--- config.mk ---
export PLATFORM = sky130hd
export DESIGN_NAME = sis_digital_param
export DESIGN_NICKNAME = d
export VERILOG_FILES = /design/src/rtl/sis_digital_pkg.sv /design/src/rtl/ula_param.sv /design/src/rtl/sis_digital_param.sv
export SDC_FILE = /design/constraint.sdc
export NUM_CORES = 1
export LEC_CHECK = 0
export CELL_PAD_IN_SITES_DETAIL_PLACEMENT = 1
export CELL_PAD_IN_SITES_GLOBAL_PLACEMENT = 1
export CORE_MARGIN = 2
export CORE_UTILIZATION = 42
export CTS_BUF_LIST = sky130_fd_sc_hd__clkbuf_8
export CTS_CLUSTER_DIAMETER = 30
export DETAILED_ROUTE_END_ITERATION = 16
export PLACE_DENSITY_LB_ADDON = 0.3
export SETUP_SLACK_MARGIN = 0.5
export SLEW_MARGIN = 20
export SYNTH_ARGS = -nofsm -noshare
export SYNTH_HDL_FRONTEND = slang
export SYNTH_SLANG_ARGS = --single-unit
export TNS_END_PERCENT = 30
--- constraint.sdc ---
create_clock -name clk -period 3.2 [get_ports clk]
set_clock_uncertainty 0.05 [all_clocks]
set_input_delay 0.96 -clock clk [delete_from_list [all_inputs] [get_ports clk]]
set_output_delay 0.96 -clock clk [all_outputs]
set_load 0.005 [all_outputs]
--- src/rtl/sis_digital_pkg.sv ---
// Shared opcodes, controller state codes and sizing helper for the sis_digital compute core.
package sis_digital_pkg;

    localparam logic [2:0] OP_LDA = 3'd0;
    localparam logic [2:0] OP_LDB = 3'd1;
    localparam logic [2:0] OP_ADD = 3'd2;
    localparam logic [2:0] OP_SUB = 3'd3;
    localparam logic [2:0] OP_AND = 3'd4;
    localparam logic [2:0] OP_OR  = 3'd5;
    localparam logic [2:0] OP_SHL = 3'd6;
    localparam logic [2:0] OP_SHR = 3'd7;

    typedef enum logic [2:0] {
        ST_IDLE  = 3'd0,
        ST_EXEC  = 3'd1,
        ST_SHIFT = 3'd2,
        ST_DONE  = 3'd3
    } state_t;

    function automatic int clog2(input int value);
        int res;
        res = 0;
        while ((32'sd1 << res) < value) begin
            res = res + 32'sd1;
        end
        return (res < 32'sd1) ? 32'sd1 : res;
    endfunction

endpackage

--- src/rtl/ula_param.sv ---
// Combinational ADD/SUB/AND/OR unit with carry/borrow out.
// Build macro SATURATE_EN: ADD clamps to all-ones on overflow, SUB clamps to zero on borrow.
module ula_param
    import sis_digital_pkg::*;
#(
    parameter int WIDTH = 6
) (
    input  logic [WIDTH-1:0] a,
    input  logic [WIDTH-1:0] b,
    input  logic [2:0]       op,
    output logic [WIDTH-1:0] y,
    output logic             co
);

    logic [WIDTH:0] sum_s;
    logic [WIDTH:0] diff_s;

    // Result and carry selection; the extra MSB of the difference is the borrow.
    always_comb begin
        sum_s  = {1'b0, a} + {1'b0, b};
        diff_s = {1'b0, a} - {1'b0, b};
        y      = '0;
        co     = 1'b0;
        case (op)
            OP_ADD: begin
                co = sum_s[WIDTH];
`ifdef SATURATE_EN
                if (sum_s[WIDTH]) begin
                    y = '1;
                end else begin
                    y = sum_s[WIDTH-1:0];
                end
`else
                y = sum_s[WIDTH-1:0];
`endif
            end
            OP_SUB: begin
                co = diff_s[WIDTH];
`ifdef SATURATE_EN
                if (diff_s[WIDTH]) begin
                    y = '0;
                end else begin
                    y = diff_s[WIDTH-1:0];
                end
`else
                y = diff_s[WIDTH-1:0];
`endif
            end
            OP_AND: y = a & b;
            OP_OR:  y = a | b;
            default: begin
                y  = '0;
                co = 1'b0;
            end
        endcase
    end

endmodule

--- src/rtl/sis_digital_param.sv ---
// Parametrised accumulator core: A/B operand registers, ALU into accumulator C,
// multi-cycle shifter on C, and an instruction-handshake controller. Build macro SATURATE_EN (see ula_param).
module sis_digital_param
    import sis_digital_pkg::*;
#(
    parameter int WIDTH = 4,
    parameter int GUARD = 2
) (
    input  logic                   clk,
    input  logic                   rst,
    input  logic                   instr_valid,
    output logic                   instr_ready,
    input  logic [2:0]             instr_op,
    input  logic                   instr_sel,
    input  logic [WIDTH-1:0]       dados,
    output logic [WIDTH+GUARD-1:0] reg_a,
    output logic [WIDTH+GUARD-1:0] reg_b,
    output logic [WIDTH+GUARD-1:0] reg_c,
    output logic                   carry,
    output logic                   zero,
    output logic                   fim,
    output logic [2:0]             estado
);

    localparam int ACC_W = WIDTH + GUARD;
    localparam int CNT_W = clog2(ACC_W + 1);
    localparam logic [ACC_W-1:0] ACC_W_V = ACC_W'(ACC_W);

    state_t             state_r;
    state_t             state_nx_s;
    logic [2:0]         op_r;
    logic               sel_r;
    logic [WIDTH-1:0]   dados_r;
    logic [WIDTH-1:0]   a_r;
    logic [WIDTH-1:0]   b_r;
    logic [ACC_W-1:0]   c_r;
    logic               carry_r;
    logic               zero_r;
    logic [CNT_W-1:0]   cnt_r;

    logic               accept_s;
    logic               is_shift_s;
    logic [ACC_W-1:0]   dados_ext_s;
    logic [CNT_W-1:0]   cnt_load_s;
    logic [ACC_W-1:0]   opnd_s;
    logic [ACC_W-1:0]   alu_y_s;
    logic               alu_co_s;
    logic [ACC_W-1:0]   shift_c_s;

    assign accept_s    = instr_valid && (state_r == ST_IDLE);
    assign is_shift_s  = (op_r == OP_SHL) || (op_r == OP_SHR);
    assign dados_ext_s = ACC_W'(dados_r);
    // Amounts of ACC_W or more are capped: ACC_W single-bit steps already clear C.
    assign cnt_load_s  = (dados_ext_s >= ACC_W_V) ? CNT_W'(ACC_W) : CNT_W'(dados_ext_s);
    assign opnd_s      = sel_r ? c_r : ACC_W'(b_r);
    assign shift_c_s   = (op_r == OP_SHL) ? (c_r << 1'b1) : (c_r >> 1'b1);

    ula_param #(.WIDTH(ACC_W)) u_ula (
        .a  (ACC_W'(a_r)),
        .b  (opnd_s),
        .op (op_r),
        .y  (alu_y_s),
        .co (alu_co_s)
    );

    // Controller next-state decode; unused codes fall back to IDLE.
    always_comb begin
        state_nx_s = ST_IDLE;
        case (state_r)
            ST_IDLE: begin
                if (accept_s) begin
                    state_nx_s = ST_EXEC;
                end else begin
                    state_nx_s = ST_IDLE;
                end
            end
            ST_EXEC: begin
                if (is_shift_s && (cnt_load_s != CNT_W'(0))) begin
                    state_nx_s = ST_SHIFT;
                end else begin
                    state_nx_s = ST_DONE;
                end
            end
            ST_SHIFT: begin
                if (cnt_r == CNT_W'(1)) begin
                    state_nx_s = ST_DONE;
                end else begin
                    state_nx_s = ST_SHIFT;
                end
            end
            ST_DONE: state_nx_s = ST_IDLE;
            default: state_nx_s = ST_IDLE;
        endcase
    end

    // State, instruction capture and datapath registers.
    always_ff @(posedge clk or posedge rst) begin
        if (rst) begin
            state_r <= ST_IDLE;
            op_r    <= 3'd0;
            sel_r   <= 1'b0;
            dados_r <= '0;
            a_r     <= '0;
            b_r     <= '0;
            c_r     <= '0;
            carry_r <= 1'b0;
            zero_r  <= 1'b1;
            cnt_r   <= '0;
        end else begin
            state_r <= state_nx_s;
            case (state_r)
                ST_IDLE: begin
                    if (accept_s) begin
                        op_r    <= instr_op;
                        sel_r   <= instr_sel;
                        dados_r <= dados;
                    end
                end
                ST_EXEC: begin
                    case (op_r)
                        OP_LDA: a_r <= dados_r;
                        OP_LDB: b_r <= dados_r;
                        OP_SHL, OP_SHR: begin
                            carry_r <= 1'b0;
                            cnt_r   <= cnt_load_s;
                            zero_r  <= (c_r == '0);
                        end
                        default: begin
                            c_r     <= alu_y_s;
                            carry_r <= alu_co_s;
                            zero_r  <= (alu_y_s == '0);
                        end
                    endcase
                end
                ST_SHIFT: begin
                    c_r    <= shift_c_s;
                    zero_r <= (shift_c_s == '0);
                    cnt_r  <= cnt_r - CNT_W'(1);
                end
                default: begin
                    cnt_r <= cnt_r;
                end
            endcase
        end
    end

    assign instr_ready = (state_r == ST_IDLE);
    assign fim         = (state_r == ST_DONE);
    assign estado      = state_r;
    assign reg_a       = ACC_W'(a_r);
    assign reg_b       = ACC_W'(b_r);
    assign reg_c       = c_r;
    assign carry       = carry_r;
    assign zero        = zero_r;

endmodule

==> metrics.md <==
| Metric | Value |
|---|---|
| Status | complete, no violations |
| Sw frac | 46.9% |
| Yosys top cell by area | dfrtp_1 |
| Hold Fails Final Rpt | 0 |
| Seq pwr share | 28.6% |
| Area delta synth->final | 19.1% |
| Fmax | 387 MHz |
| Fin area | 0.00258 sq mm |
| Clock Latency Late Sink | 0.28 ns |
| Starting density of the core | 43.1% |
| Crit start category | flip-flop |
| Power Density | 1120 mW/mm^2 |
| Post-Synthesis Cells | 238 |
| DRC viols | 0 |
| Total core area | 0.00504 sq mm |
| Area occupied by multi-input gates | 0.00129 sq mm |
| First-pass GRT wire length | 9.36 mm |
| Placed Instances | 325 |
| Netlist Area Pre-Place | 0.00217 sq mm |
| Clock share of power | 10.8% |
| Number of global-route vias before repair | 1858 |
| Post-synth top flop | dfrtp_1 |
| Placed Area | 0.00248 sq mm |
| Reg clk slew, reported paths | 0.07 ns |
| Via count | 1851 |
| HPWL Detailed | 4.19 mm |
| Min Tclk post-route | 2.59 ns |
| H-Tree Depth | 2 |
| Worst min path class | reg -> reg |
| Final Slew Violations | 0 |
| Die height | 75.9 um |
| Antenna fix cells | 0 |
| Critical path endpoint category | flip-flop |
| Share of synthesized registers carrying an async set or reset | 100% |
| Die ar. | 0.00576 sq mm |
| Post-Place Worst Slack | 0.453 ns |
| Share of cells above drive strength 1 | 11.4% |
| WP data required | 3.33 ns |
| Sequential element share of the synthesized area | 33.5% |
| Max Fanout on Critical Path | 5 |
| Total Routed Length | 5.49 mm |
| DRT Pass-1 Iters | 4 |
| CTS Hold Bufs | 0 |
| Synth Warn # | 0 |
| Sink Count | 29 |
| Die Width | 75.9 um |
| Min setup slack post-route | 0.613 ns |
| Total global-route track usage | 21.6% |
| Nets | 295 |
| Largest net degree at the start of global routing | 30 |
| Register area | 728 sq um |
| Worst vdd ir | 0.514 mV |
| Max cap viols | 0 |
| Worst-Margin Slew | 0.769 ns |
| Gpl congestion | 0.825 |
| Number of buffers created by CTS | 5 |
| Logic pwr share | 60.7% |
| ANT nets after route | 0 |
| IO Count | 36 |
| Accumulated negative setup slack | 0 ns |
| Fin cells | 334 |
| Final period utilization | 80.8% |
| Port Buf Inserts | 30 |
| Mean Syn Cell Area | 9.12 sq um |
| RSZ-0062 raised after global routing | yes |
| Switching pwr | 1.36 mW |
| CTS tree | built |
| LEAKAGE | 1.13 nW |
| Endpoints failing setup | 0 |
| Final global-route overflow total | 0 |
| Crit path arrival time | 2.71 ns |
| #FFs+latches synth | 29 |
| Synth area leaders | dfrtp_1 (32%), ha_1 (11%), mux2_2 (6.2%) |
| Wirelength per Cell | 16.4 um |
| CTS Root Buffer Type | clkbuf_8 |
| Initial antenna violation count | 0 |
| Post-synth EDFFs | 0 |
| Rel. slew slack | 48.8% |
| Avg Vias per Cell | 5.54 |
| Cell Rows | 26 |
| Clock Path Buffers | 2 |
| Fillers | 594 |
| Synth unique cells | 49 |
| Starting DRT DRC Count | 116 |
| Share of the synthesized area in the top cell type | 32.3% |
| Power Internal | 1.53 mW |
| Critical path type | reg -> reg |
cell type report:
type / count / area share [%]
clock buffers: 5 / 2.66
clock inverters: 3 / 0.871
inverters: 17 / 2.47
multi-input cells: 177 / 50.0
flip-flops and latches: 29 / 28.2
well taps: 70 / 3.39
repair buffers: 33 / 12.5
cell usage after synthesis (2+ instances only):
cell	n
a211oi_1	5
a21oi_1	14
a221o_1	2
a221oi_1	2
a22o_1	3
a31oi_1	3
and3_1	2
buf_2	3
buf_4	9
clkbuf_1	6
dfrtp_1	28
fa_1	2
ha_1	19
inv_1	17
mux2_2	12
mux2i_1	7
nand2_1	22
nand2b_1	3
nand3_1	5
nand3b_1	3
nand4_1	2
nor2_1	8
nor2b_1	5
nor3_1	2
nor3b_1	3
nor4_1	2
o21a_1	2
o21ai_0	20
o21bai_1	2
o22a_1	2
o22ai_1	2
o31ai_1	3
xor2_1	2
critical path: stages, from the launching register on:
cell and delay, ns:
dfrtp_1 0.44, mux2i_1 0.24, inv_1 0.11, ha_1 0.24
fa_1 0.41, a21o_1 0.19, a21oi_1 0.14, o21bai_1 0.07
a22o_1 0.18, a22o_1 0.17, a32o_1 0.25
stage by stage:
stage / util, % / hold WS (ns) / power [mW]
floorplan: - / 0.400 / 2.01
global placement: 49.2 / 0.417 / 2.52
detailed placement: 49.2 / 0.436 / 2.57
CTS: 51.2 / 0.451 / 2.90
global route: 51.3 / 0.483 / 3.19
finish: 51.3 / 0.443 / 2.89
final timing paths:
path / startpoint / to / slack, ns / cells after the start
worst min register to register: cnt_r[1] / cnt_r[1] / 0.44 / 2
worst min-delay path: cnt_r[1] / cnt_r[1] / 0.44 / 2
worst max-delay path: reg_c[0] / carry / 0.61 / 10
worst max register to register: reg_c[0] / carry / 0.61 / 10
min in group asynchronous: rst / carry / 1.00 / 3
max in group asynchronous: rst / zero / 1.78 / 3
sequential cells by signal, indices dropped and copies added, names as in the netlist:
| name | cells |
|---|---|
| b_r | 4 |
| estado | 2 |
| op_r | 3 |
| zero | 1 |
| sel_r | 1 |
| reg_c | 6 |
| a_r | 4 |
| dados_r | 4 |
| cnt_r | 3 |
| carry | 1 |
placed cells by master (no fill, tap or decap), drive strengths merged, types with 3 or more instances in the layout:
cell           count
mux2i              7
a21oi             14
nand2             22
nand2b             3
ha                19
o31ai              3
dfrtp             28
buf                3
nor3b              3
a31oi              3
nor2               9
clkdlybuf4s50     30
a22o               3
o21bai             3
conb               5
nand3              6
inv               17
mux2              12
clkinvlp           3
nor2b              5
nand3b             3
a211oi             5
clkbuf             5
o21ai             20
power groups by stage:
stage,Combinational (mW),Clock [mW],Sequential [mW]
after detailed placement,1.72,0,0.851
after global routing,1.98,0.336,0.865
after floorplan,1.32,0,0.689
after global placement,1.67,0,0.843
final,1.75,0.311,0.826
after CTS,1.75,0.321,0.829
layer usage:
metal  vias to the layer above  wire (um)  global-route usage (%)
met2                        36       2850                    37.5
met3                         4        174                    3.57
li1                        883          -                       -
met5                         -          0                       0
met4                         0         32                    4.68
met1                       928       2440                    28.2
logic make-up (layout without fill, tap and decap cells):
logic type / count (synthesis) / in the layout / share of synthesized area, %
adders and majority gates: 21 / 21 / 12.8
muxes: 19 / 19 / 9.45
DFF: 29 / 29 / 33.5
and+or+nand+nor: 60 / 60 / 14.0
AOI/OAI and AO/OA: 69 / 69 / 20.9
buffers and inverters: 36 / 58 / 7.95
other: 1 / 5 / 0.173
xor gates and xnor gates: 3 / 3 / 1.21
repair_timing:
item	4_1_cts	5_1_grt
cloned	0	0
buffers inserted	1	0
pin swaps	0	0
setup endpoints to repair	3	3
resized for setup	1	1
Power figures use the tool's default switching activity.
